==> src/rtl/lcd_fb_port_arbiter_if.sv <==
// rtl/lcd_fb_port_arbiter_if.sv - requester, control and BRAM signals of the frame-buffer port arbiter
interface lcd_fb_port_arbiter_if #(
  parameter int ADDR_W = 18,
  parameter int DATA_W = 40,
  parameter int CNT_W  = 16
);
  logic              wr_valid;
  logic [ADDR_W-1:0] wr_addr;
  logic [DATA_W-1:0] wr_data;
  logic              wr_ready;
  logic              rd_req;
  logic [ADDR_W-1:0] rd_addr;
  logic              rd_ready;
  logic              rd_valid;
  logic [DATA_W-1:0] rd_data;
  logic              flush_req;
  logic              flush_done;
  logic              stall_clr;
  logic [CNT_W-1:0]  stall_cnt;
  logic              mem_en;
  logic              mem_we;
  logic [ADDR_W-1:0] mem_addr;
  logic [DATA_W-1:0] mem_din;
  logic [DATA_W-1:0] mem_dout;

  // Requester/BRAM side (drives requests, read data from memory)
  modport master (
    output wr_valid, wr_addr, wr_data, rd_req, rd_addr, flush_req, stall_clr, mem_dout,
    input  wr_ready, rd_ready, rd_valid, rd_data, flush_done, stall_cnt,
           mem_en, mem_we, mem_addr, mem_din
  );

  // Arbiter side
  modport slave (
    input  wr_valid, wr_addr, wr_data, rd_req, rd_addr, flush_req, stall_clr, mem_dout,
    output wr_ready, rd_ready, rd_valid, rd_data, flush_done, stall_cnt,
           mem_en, mem_we, mem_addr, mem_din
  );
endinterface

==> src/rtl/lcd_fb_port_arbiter.sv <==
// rtl/lcd_fb_port_arbiter.sv - single-port frame-buffer arbiter: display reads first, writes via FIFO
module lcd_fb_port_arbiter #(
  parameter int ADDR_W     = 18,
  parameter int DATA_W     = 40,
  parameter int FIFO_DEPTH = 4,
  parameter int CNT_W      = 16
) (
  input logic                  HCLK,
  input logic                  HRESET,
  lcd_fb_port_arbiter_if.slave bus
);
  localparam int PTR_W = $clog2(FIFO_DEPTH);

  typedef enum logic [1:0] {ST_RUN, ST_FLUSH, ST_DONE} state_t;

  state_t            state_q, state_d;
  logic [ADDR_W-1:0] fifo_addr_q [FIFO_DEPTH];
  logic [DATA_W-1:0] fifo_data_q [FIFO_DEPTH];
  logic [PTR_W-1:0]  wr_ptr_q, rd_ptr_q;
  logic [PTR_W:0]    count_q, count_d;
  logic [CNT_W-1:0]  stall_q, stall_d;
  logic              rd_valid_q;
  logic [DATA_W-1:0] rd_hold_q;
  logic              full, empty, push;
  logic              grant_wr, grant_rd, flush_done;

  assign full  = (count_q == (PTR_W+1)'(FIFO_DEPTH));
  assign empty = (count_q == '0);

  // wr_ready is held low during reset so nothing is accepted into a FIFO being cleared
  assign bus.wr_ready = !full && !HRESET;
  assign push         = bus.wr_valid && bus.wr_ready;

  // Grant selection and flush sequencing; one BRAM access per cycle
  always_comb begin
    state_d    = state_q;
    grant_wr   = 1'b0;
    grant_rd   = 1'b0;
    flush_done = 1'b0;
    if (!HRESET) begin
      case (state_q)
        ST_RUN: begin
          if (full)             grant_wr = 1'b1;
          else if (bus.rd_req)  grant_rd = 1'b1;
          else if (!empty)      grant_wr = 1'b1;
          if (bus.flush_req)    state_d  = ST_FLUSH;
        end
        ST_FLUSH: begin
          grant_wr = !empty;
          if (empty && !push) state_d = ST_DONE;
        end
        ST_DONE: begin
          flush_done = 1'b1;
          state_d    = ST_RUN;
        end
        default: state_d = ST_RUN;
      endcase
    end
  end

  // FIFO occupancy: push and pop together leave the count unchanged
  always_comb begin
    count_d = count_q;
    case ({push, grant_wr})
      2'b10:   count_d = count_q + 1'b1;
      2'b01:   count_d = count_q - 1'b1;
      default: count_d = count_q;
    endcase
  end

  // Refused-read counter; clear has priority over the saturating increment
  always_comb begin
    stall_d = stall_q;
    if (bus.stall_clr)                              stall_d = '0;
    else if (bus.rd_req && !grant_rd && !(&stall_q)) stall_d = stall_q + 1'b1;
  end

  assign bus.mem_en     = grant_wr || grant_rd;
  assign bus.mem_we     = grant_wr;
  assign bus.mem_addr   = grant_wr ? fifo_addr_q[rd_ptr_q] : (grant_rd ? bus.rd_addr : '0);
  assign bus.mem_din    = grant_wr ? fifo_data_q[rd_ptr_q] : '0;
  assign bus.rd_ready   = grant_rd;
  assign bus.flush_done = flush_done;
  assign bus.stall_cnt  = stall_q;
  assign bus.rd_valid   = rd_valid_q;
  // BRAM output is already registered, so it is passed straight through in the valid cycle
  assign bus.rd_data    = rd_valid_q ? bus.mem_dout : rd_hold_q;

  // Control state; reset drops queued writes and any read in flight
  always_ff @(posedge HCLK or posedge HRESET) begin
    if (HRESET) begin
      state_q    <= ST_RUN;
      wr_ptr_q   <= '0;
      rd_ptr_q   <= '0;
      count_q    <= '0;
      stall_q    <= '0;
      rd_valid_q <= 1'b0;
      rd_hold_q  <= '0;
    end else begin
      state_q    <= state_d;
      count_q    <= count_d;
      stall_q    <= stall_d;
      rd_valid_q <= grant_rd;
      if (push)       wr_ptr_q  <= wr_ptr_q + 1'b1;
      if (grant_wr)   rd_ptr_q  <= rd_ptr_q + 1'b1;
      if (rd_valid_q) rd_hold_q <= bus.mem_dout;
    end
  end

  // FIFO storage; contents are only meaningful under the valid count, so no reset
  always_ff @(posedge HCLK) begin
    if (push) begin
      fifo_addr_q[wr_ptr_q] <= bus.wr_addr;
      fifo_data_q[wr_ptr_q] <= bus.wr_data;
    end
  end
endmodule

==> src/flat_wrapper.sv <==
// flat-port wrapper written by rule: the top's interface ports become plain ports
module lcd_fb_port_arbiter_flat 
#(
  parameter int ADDR_W     = 18,
  parameter int DATA_W     = 40,
  parameter int FIFO_DEPTH = 4,
  parameter int CNT_W      = 16
)
  (HCLK, HRESET, bus_wr_valid, bus_wr_addr, bus_wr_data, bus_rd_req, bus_rd_addr, bus_flush_req, bus_stall_clr, bus_mem_dout, bus_wr_ready, bus_rd_ready, bus_rd_valid, bus_rd_data, bus_flush_done, bus_stall_cnt, bus_mem_en, bus_mem_we, bus_mem_addr, bus_mem_din);
  lcd_fb_port_arbiter_if #(.ADDR_W(ADDR_W), .DATA_W(DATA_W), .CNT_W(CNT_W)) bus_i ();
  input logic HCLK;
  input logic HRESET;
  input wire logic [$bits(bus_i.wr_valid)-1:0] bus_wr_valid;
  input wire logic [$bits(bus_i.wr_addr)-1:0] bus_wr_addr;
  input wire logic [$bits(bus_i.wr_data)-1:0] bus_wr_data;
  input wire logic [$bits(bus_i.rd_req)-1:0] bus_rd_req;
  input wire logic [$bits(bus_i.rd_addr)-1:0] bus_rd_addr;
  input wire logic [$bits(bus_i.flush_req)-1:0] bus_flush_req;
  input wire logic [$bits(bus_i.stall_clr)-1:0] bus_stall_clr;
  input wire logic [$bits(bus_i.mem_dout)-1:0] bus_mem_dout;
  output wire logic [$bits(bus_i.wr_ready)-1:0] bus_wr_ready;
  output wire logic [$bits(bus_i.rd_ready)-1:0] bus_rd_ready;
  output wire logic [$bits(bus_i.rd_valid)-1:0] bus_rd_valid;
  output wire logic [$bits(bus_i.rd_data)-1:0] bus_rd_data;
  output wire logic [$bits(bus_i.flush_done)-1:0] bus_flush_done;
  output wire logic [$bits(bus_i.stall_cnt)-1:0] bus_stall_cnt;
  output wire logic [$bits(bus_i.mem_en)-1:0] bus_mem_en;
  output wire logic [$bits(bus_i.mem_we)-1:0] bus_mem_we;
  output wire logic [$bits(bus_i.mem_addr)-1:0] bus_mem_addr;
  output wire logic [$bits(bus_i.mem_din)-1:0] bus_mem_din;
  assign bus_i.wr_valid = bus_wr_valid;
  assign bus_i.wr_addr = bus_wr_addr;
  assign bus_i.wr_data = bus_wr_data;
  assign bus_i.rd_req = bus_rd_req;
  assign bus_i.rd_addr = bus_rd_addr;
  assign bus_i.flush_req = bus_flush_req;
  assign bus_i.stall_clr = bus_stall_clr;
  assign bus_i.mem_dout = bus_mem_dout;
  assign bus_wr_ready = bus_i.wr_ready;
  assign bus_rd_ready = bus_i.rd_ready;
  assign bus_rd_valid = bus_i.rd_valid;
  assign bus_rd_data = bus_i.rd_data;
  assign bus_flush_done = bus_i.flush_done;
  assign bus_stall_cnt = bus_i.stall_cnt;
  assign bus_mem_en = bus_i.mem_en;
  assign bus_mem_we = bus_i.mem_we;
  assign bus_mem_addr = bus_i.mem_addr;
  assign bus_mem_din = bus_i.mem_din;
  lcd_fb_port_arbiter #(.ADDR_W(ADDR_W), .DATA_W(DATA_W), .FIFO_DEPTH(FIFO_DEPTH), .CNT_W(CNT_W)) u_core (.HCLK(HCLK), .HRESET(HRESET), .bus(bus_i));
endmodule
==> config.mk <==
export PLATFORM = sky130hd
export DESIGN_NAME = lcd_fb_port_arbiter_flat
export DESIGN_NICKNAME = d
export VERILOG_FILES = /design/src/rtl/lcd_fb_port_arbiter_if.sv /design/src/rtl/lcd_fb_port_arbiter.sv /design/src/flat_wrapper.sv
export SDC_FILE = /design/constraint.sdc
export NUM_CORES = 1
export LEC_CHECK = 0
export CAP_MARGIN = 20
export CORE_ASPECT_RATIO = 0.6
export CORE_MARGIN = 2
export CORE_UTILIZATION = 46
export DETAILED_ROUTE_END_ITERATION = 10
export PLACE_DENSITY = 0.82
export SYNTH_ARGS = -nofsm -noshare
export SYNTH_HDL_FRONTEND = slang
export SYNTH_SLANG_ARGS = --single-unit
==> constraint.sdc <==
create_clock -name HCLK -period 2.6 [get_ports HCLK]
set_input_delay 0.52 -clock HCLK [delete_from_list [all_inputs] [get_ports HCLK]]
set_output_delay 0.52 -clock HCLK [all_outputs]
set_load 0.01 [all_outputs]
==> impl_metrics.yaml, run 1 <==
yosys:
  yosysSeqAreaShare_pct: 72.6
  yosysWarningCount: 0
  yosysTopAreaCellShare_pct: 58.7
  synth.top_cells.by_count: "232 x sky130_fd_sc_hd__edfxtp_1, 66 x sky130_fd_sc_hd__dfrtp_1, 58 x sky130_fd_sc_hd__mux4_2"
  avgSynthCellArea_um2: 19.2
  cell_type_with_the_highest_aggregate_area_in_the_netlist: "sky130_fd_sc_hd__edfxtp_1"
  postSynthCellCount: 619
  synthesis.area_um2: 11900
  synthTopCellsByArea: "sky130_fd_sc_hd__edfxtp_1 59%, sky130_fd_sc_hd__dfrtp_1 14%, sky130_fd_sc_hd__mux4_2 11%, sky130_fd_sc_hd__mux2_2 4.6%, sky130_fd_sc_hd__and2_1 2.4%"
  post_synth_edffs: 232
  count_of_distinct_cell_types_in_the_synthesized_netlist: 43
  synth-seq-cells: 298
  postSynthNetCount: 748
  synthMostInstantiatedCell: "sky130_fd_sc_hd__edfxtp_1"
  async_set_or_reset_register_ratio_after_synthesis_pct: 22.1
  postSynth.topFlopCell: "sky130_fd_sc_hd__edfxtp_1"
placement:
  place_area_um2: 15100
  hpwl_detailed_um: 17000
  place.port_buffers: 241
  finalWeightedCongestion: 0.796
  number_of_cells_after_detailed_placement: 1196
worst_setup_path:
  crit_arrival_ns: 2.30
  slowest_stage: "sky130_fd_sc_hd__clkdlybuf4s50_1"
  worstSetupStartpointType: "input port"
  worstPathRequired_ns: 2.08
  crit_path_max_fanout: 6
  cpPeakStageDelay_ns: 0.44
  criticalPathCategory: "in -> out"
  timing.critical_path.cells: "clkdlybuf4s50_1, nor2b_1, a2111oi_4, buf_6, buf_12, buf_12, buf_6, a22o_1, buf_2"
  nature_of_the_critical_path_endpoint: "output pin"
sta:
  worst_slew_margin_rel_pct: 48.0
  achievable-frequency_mhz: 354
  finalHoldViolations: 0
  worst_margin_slew_ns: 0.780
  post-route-worst-setup-slack_ns: -0.223
  min_period_ns: 2.82
  final_max_slew_viol_count: 0
  setup_violations_final: 61
  layout_worst_path_cycle_share_pct: 109
  timing.clock.skew_ns: 0.0115
  setup_repair_after_global_routing_missed_its_margin: "yes"
clock_network:
  cts_stage_hold_buffer_count: 0
  cts_buffers: 28
  clock_tree_from_tritoncts: "yes"
  max-clock-path-buffers: 3
  cts.sinks: 298
  htreeDepth: 1
  clock_tree.root_cell: "sky130_fd_sc_hd__clkbuf_16"
  worstSkewPairLatency_ns: 0.54
  cts.clk_slew.worst_paths_ns: 0.06
die:
  die_y_um: 128
  die_width_um: 211
  die_footprint_um2: 27100
  start_util_pct: 46.8
  std_cell_rows: 45
  io-pin-count: 242
  floorplan.core_area_um2: 25300
grt:
  grt_antenna_before_repair: 2
  gr-usage-all-layers_pct: 20.2
  gr-total-overflow: 0
  first_pass_grt_wire_length_um: 41300
  first_global_vias: 7028
  grt_start_max_net_pins: 59
route:
  detailroute.via_count: 6959
  routed_wirelength_um: 28400
  drt-pass1-iter-count: 5
  route.detailed.vias_per_inst: 5.38
  wl_per_cell_um: 21.9
  post_route_antenna_net_violation_count: 0
  initialDrtViolationCount: 611
  detailed_route_drc_error_count: 0
pwr:
  p_sw_share_pct: 28.6
  clock_power_share_pct: 24.1
  leakage_uw: 0.00636
  total_switching_power_uw: 4780
  power.combinational.fraction_pct: 38.6
  power_density_nw_per_um2: 1000
  vdd.ir_drop.worst_mv: 0.584
  internal_power_uw: 11900
  seqPwrFrac_pct: 37.2
layout:
  num-nets-final: 1070
  area.sequential_um2: 8620
  post_route_cells_drive_above_1_share_pct: 34.7
  stdcell_area_um2: 16600
  area_growth_pct: 40.1
  stdcell_count: 1293
  multi_input_comb_area_um2: 3180
  nFillCells: 1730
run:
  max_capacitance_violation_count: 0
status:
  run_status: "finished, violations left"
  violations_in_the_final_reports: "setup timing"
hold_path:
  hold_class: "reg -> reg"
==> critical path: cells and delay by family <==
| family | cells | cell delay (ns) |
|---|---|---|
| compound gates | 2 | 0.46 |
| buf+inv | 6 | 1.13 |
| simple gates | 1 | 0.17 |
==> stage by stage <==
step                setup slack [ns]  hold slack [ns]  total power, µW  util (%)  TNS, ns
finish                        -0.223            0.496            16700      65.6    -9.10
global route                  -0.314            0.505            17400      65.6   -13.43
CTS                           -0.360            0.496            16700      64.3   -13.53
detailed placement            -0.592            0.484            12100      59.7   -29.66
global placement              -0.531            0.478            12100      59.7   -28.64
floorplan                     -0.586            0.497             9290         -  -111.17
==> cell families after synthesis <==
logic type                 Yosys count  synth area share [%]
DFF                                298                  72.6
and+or+nand+nor                    113                  5.73
muxes                              109                  15.8
AOI/OAI and AO/OA                   46                  3.15
buffers and inverters               40                  1.42
adders and majority gates            7                 0.801
xor gates and xnor gates             6                 0.443
==> final cells by class <==
cell class | count | share of cell area (%)
flip-flops and latches | 298 | 51.9
clock inverters | 17 | 1.00
diodes | 2 | 0.0301
multi-input cells | 281 | 19.1
clock buffers | 34 | 4.48
well taps | 329 | 2.48
repair buffers | 323 | 20.8
inverters | 9 | 0.226
==> power by group through the flow <==
stage / clock network (µW) / logic, µW / registers [µW]
detailed placement: 0 / 5860 / 6290
finish: 4030 / 6450 / 6210
CTS: 4130 / 6340 / 6200
floorplan: 0 / 3080 / 6210
global route: 4310 / 6850 / 6280
global placement: 0 / 5800 / 6250
==> repair_timing <==
action,CTS,global route
gates cloned,7,5
setup endpoints to repair,62,97
buffers inserted,17,19
endpoints found under the hold margin,0,0
pin swaps,7,5
resized for setup,310,53
==> flip-flops by register name, summed over array words and instances, names as in the netlist <==
signal and count:
u_core.fifo_data_q 160, u_core.fifo_addr_q 72, u_core.rd_hold_q 40, u_core.bus.stall_cnt 16
u_core.count_q 3, u_core.rd_ptr_q 2, u_core.state_q 2, u_core.wr_ptr_q 2
u_core.bus.rd_valid 1
==> path summary, 6_finish.rpt <==
| path | start | to | slack [ns] | cells after the start |
|---|---|---|---|---|
| worst max-delay path | bus_rd_req | bus_mem_addr[0] | -0.22 | 9 |
| worst min-delay path | u_core.rd_hold_q[18]$_DFF_PP0_ | u_core.rd_hold_q[18]$_DFF_PP0_ | 0.50 | 1 |
| worst max register to register | u_core.count_q[1]$_DFFE_PP0P_ | u_core.count_q[2]$_DFFE_PP0P_ | -0.02 | 13 |
| worst min register to register | u_core.rd_hold_q[18]$_DFF_PP0_ | u_core.rd_hold_q[18]$_DFF_PP0_ | 0.50 | 1 |
| max in group asynchronous | HRESET | u_core.rd_ptr_q[0]$_DFFE_PP0P_ | 0.91 | 5 |
| min in group asynchronous | HRESET | u_core.bus.stall_cnt[13]$_DFFE_PP0P_ | 0.61 | 4 |
==> routing by layer <==
| layer | GRT usage, % | part of all wire (%) | wire, µm |
|---|---|---|---|
| met1 | 30.2 | 45 | 12700 |
| met2 | 31.1 | 47 | 13200 |
| met3 | 4.64 | 7.3 | 2060 |
| met4 | 3.65 | 1.3 | 380 |
| met5 | 0 | 0 | 0 |
==> placed cells by master, fill, tap and decap left out, types with 5 or more instances in the layout <==
| master | netlist | layout |
|---|---|---|
| sky130_fd_sc_hd__clkinv_1 | 0 | 6 |
| sky130_fd_sc_hd__clkdlybuf4s50_1 | 0 | 141 |
| sky130_fd_sc_hd__clkbuf_1 | 15 | 5 |
| sky130_fd_sc_hd__and2_4 | 0 | 26 |
| sky130_fd_sc_hd__nand2_1 | 8 | 8 |
| sky130_fd_sc_hd__mux4_2 | 58 | 58 |
| sky130_fd_sc_hd__buf_2 | 12 | 36 |
| sky130_fd_sc_hd__buf_4 | 1 | 36 |
| sky130_fd_sc_hd__dfrtp_1 | 66 | 63 |
| sky130_fd_sc_hd__a211oi_1 | 8 | 8 |
| sky130_fd_sc_hd__nor2_1 | 12 | 12 |
| sky130_fd_sc_hd__clkbuf_16 | 0 | 34 |
| sky130_fd_sc_hd__dlymetal6s2s_1 | 0 | 31 |
| sky130_fd_sc_hd__inv_1 | 9 | 6 |
| sky130_fd_sc_hd__buf_12 | 0 | 22 |
| sky130_fd_sc_hd__nand3_1 | 6 | 6 |
| sky130_fd_sc_hd__a21oi_1 | 6 | 6 |
| sky130_fd_sc_hd__nor2b_1 | 10 | 10 |
| sky130_fd_sc_hd__mux2_2 | 49 | 49 |
| sky130_fd_sc_hd__ha_1 | 6 | 5 |
| sky130_fd_sc_hd__and2_1 | 45 | 19 |
| sky130_fd_sc_hd__buf_6 | 0 | 36 |
| sky130_fd_sc_hd__clkinv_2 | 0 | 5 |
| sky130_fd_sc_hd__dlygate4sd2_1 | 0 | 7 |
| sky130_fd_sc_hd__a22o_1 | 20 | 20 |
| sky130_fd_sc_hd__edfxtp_1 | 232 | 232 |
Note: power is estimated with default switching activity, not from simulation.
==> run 2: changes to the inputs <==
--- a/config.mk
+++ b/config.mk
@@ -6,7 +6,6 @@
 export NUM_CORES = 1
 export LEC_CHECK = 0
 export CAP_MARGIN = 20
-export CORE_ASPECT_RATIO = 0.6
 export CORE_MARGIN = 2
 export CORE_UTILIZATION = 46
 export DETAILED_ROUTE_END_ITERATION = 10
==> run 2 against run 1 <==
The run still ends with setup timing left. Clock power increased by 13%. Sequential share of layout area fell by 0.19 points. Critical endpoint is now bus_mem_addr[11]. Clock skew down 0.0015 ns. Critical path depth down 2. Highest routed layer is now met5. Wire length increased by 2.5%. Critical path type is now reg -> out. Hold slack lost 0.0033 ns. Register-to-register slack improved by 0.14 ns. Fmax up 1.3%. Design area up 0.38%. Via count rose by 1.5%. Die area down 0.16%.
==> impl_metrics.yaml, run 2 (synthesized netlist as in run 1, its figures left out) <==
die:
  std_cell_rows: 58
  start_util_pct: 47.0
  die_footprint_um2: 27100
  io-pin-count: 242
  die_y_um: 165
  die_width_um: 165
  floorplan.core_area_um2: 25300
grt:
  grt_antenna_before_repair: 1
  first_global_vias: 7185
  gr-usage-all-layers_pct: 20.7
  gr-total-overflow: 0
  first_pass_grt_wire_length_um: 41500
  grt_start_max_net_pins: 43
sta:
  timing.clock.skew_ns: 0.0101
  finalHoldViolations: 0
  setup_repair_after_global_routing_missed_its_margin: "yes"
  achievable-frequency_mhz: 359
  min_period_ns: 2.79
  worst_margin_slew_ns: 0.656
  post-route-worst-setup-slack_ns: -0.188
  layout_worst_path_cycle_share_pct: 107
  worst_slew_margin_rel_pct: 56.1
  setup_violations_final: 59
  final_max_slew_viol_count: 0
clock_network:
  max-clock-path-buffers: 3
  clock_tree.root_cell: "sky130_fd_sc_hd__clkbuf_16"
  cts_stage_hold_buffer_count: 0
  worstSkewPairLatency_ns: 0.51
  cts.clk_slew.worst_paths_ns: 0.05
  htreeDepth: 2
  clock_tree_from_tritoncts: "yes"
  cts.sinks: 298
  cts_buffers: 34
status:
  violations_in_the_final_reports: "setup timing"
  run_status: "finished, violations left"
placement:
  worst_slack_placed_ns: -0.540
  finalWeightedCongestion: 0.830
  hpwl_detailed_um: 17100
  place.port_buffers: 241
  place_area_um2: 15100
worst_setup_path:
  crit_arrival_ns: 2.27
  crit_path_max_fanout: 6
  criticalPathCategory: "reg -> out"
  worstPathRequired_ns: 2.08
  nature_of_the_critical_path_endpoint: "output pin"
  worstSetupStartpointType: "flip-flop"
pwr:
  leakage_uw: 0.00605
  power_density_nw_per_um2: 1050
  vdd.ir_drop.worst_mv: 0.787
layout:
  register_with_the_highest_flop_count: "u_core.fifo_data_q"
  nFillCells: 1648
  largestRegisters: "u_core.fifo_data_q (160), u_core.fifo_addr_q (72), u_core.rd_hold_q (40)"
  area_growth_pct: 40.6
  layout_common_cells: "232 x sky130_fd_sc_hd__edfxtp_1, 178 x sky130_fd_sc_hd__clkdlybuf4s50_1, 63 x sky130_fd_sc_hd__dfrtp_1"
  num-nets-final: 1055
  layout_commonest_cell: "sky130_fd_sc_hd__edfxtp_1"
  largest_register_ffs: 160
  stdcell_area_um2: 16700
  post_route_cells_drive_above_1_share_pct: 35.5
  antenna-diode-count: 0
route:
  drt-pass1-iter-count: 7
  detailed_route_drc_error_count: 0
  initialDrtViolationCount: 500
  route.detailed.vias_per_inst: 5.52
  wl_per_cell_um: 22.7
  routed_wirelength_um: 29100
  post_route_antenna_net_violation_count: 0
  detailroute.via_count: 7061
run:
  max_capacitance_violation_count: 0
hold_path:
  hold_class: "reg -> reg"
run 2: cell types whose count changed in the layout (fill, tap and decap cells not counted), sizes merged, moves of 3 or more:
cell	delta
clkdlybuf4s15	-3
clkdlybuf4s50	+37
clkbuf	+10
dlygate4sd2	-6
dlymetal6s2s	-30
buf	-18
run 2: per-stage QoR:
step	instances	utilization (%)	hold slack, ns	setup TNS (ns)	power [µW]
after floorplan	619	-	0.497	-111.17	9290
after global placement	1195	59.8	0.479	-28.68	12000
after detailed placement	1195	59.8	0.484	-29.23	12200
after CTS	1274	65.4	0.497	-12.73	17400
after global routing	1280	66.1	0.507	-12.33	18300
final	1280	66.1	0.492	-8.28	17500
run 2: worst max-delay path: stages, from the launching register on:
cell                        delay, ns
sky130_fd_sc_hd__dfrtp_1         0.40
sky130_fd_sc_hd__or2_4           0.28
sky130_fd_sc_hd__a2111oi_4       0.36
sky130_fd_sc_hd__buf_6           0.17
sky130_fd_sc_hd__buf_8           0.13
sky130_fd_sc_hd__buf_16          0.14
sky130_fd_sc_hd__a22o_1          0.15
sky130_fd_sc_hd__buf_2           0.13
run 2: path summary, 6_finish.rpt:
path	cells after the start	slack [ns]	endpoint	from
worst max-delay path	7	-0.19	bus_mem_addr[11]	u_core.count_q[0]$_DFFE_PP0P_
worst min-delay path	1	0.49	u_core.rd_hold_q[3]$_DFF_PP0_	u_core.rd_hold_q[3]$_DFF_PP0_
worst max register to register	11	0.12	u_core.count_q[2]$_DFFE_PP0P_	u_core.count_q[0]$_DFFE_PP0P_
worst min register to register	1	0.49	u_core.rd_hold_q[3]$_DFF_PP0_	u_core.rd_hold_q[3]$_DFF_PP0_
max in group asynchronous	5	0.93	u_core.rd_ptr_q[0]$_DFFE_PP0P_	HRESET
min in group asynchronous	4	0.77	u_core.state_q[1]$_DFFE_PP0P_	HRESET
run 2: routing by layer:
layer	up-vias	track usage (%)	part of all wire, %
met5	-	0	0.055
met4	2	5.89	2.1
met3	51	5.50	8.6
met2	315	34.6	49
met1	3606	27.0	40
li1	3087	-	-
run 2: report_power, final:
part | total [µW] | switching, µW | internal (µW)
Clock | 4550 | 1830 | 2710
Combinational | 6780 | 2890 | 3890
Sequential | 6190 | 241 | 5950
Total | 17500 | 4960 | 12600
run 2: layout make-up:
cell class	count	area, µm²	area share [%]
Clock inverter	15	150	0.900
Sequential cell	298	8620	51.7
Inverter	9	37.5	0.225
Clock buffer	45	923	5.53
Tap cell	330	413	2.47
Timing Repair Buffer	302	3320	19.9
Multi-Input combinational cell	281	3220	19.3
run 2: repair_timing:
item,4_1_cts,5_1_grt
resized for setup,322,35
setup buffers,13,7
hold endpoints to repair,0,0
pin swaps,14,15
gates cloned,7,4
setup endpoints to repair,62,69
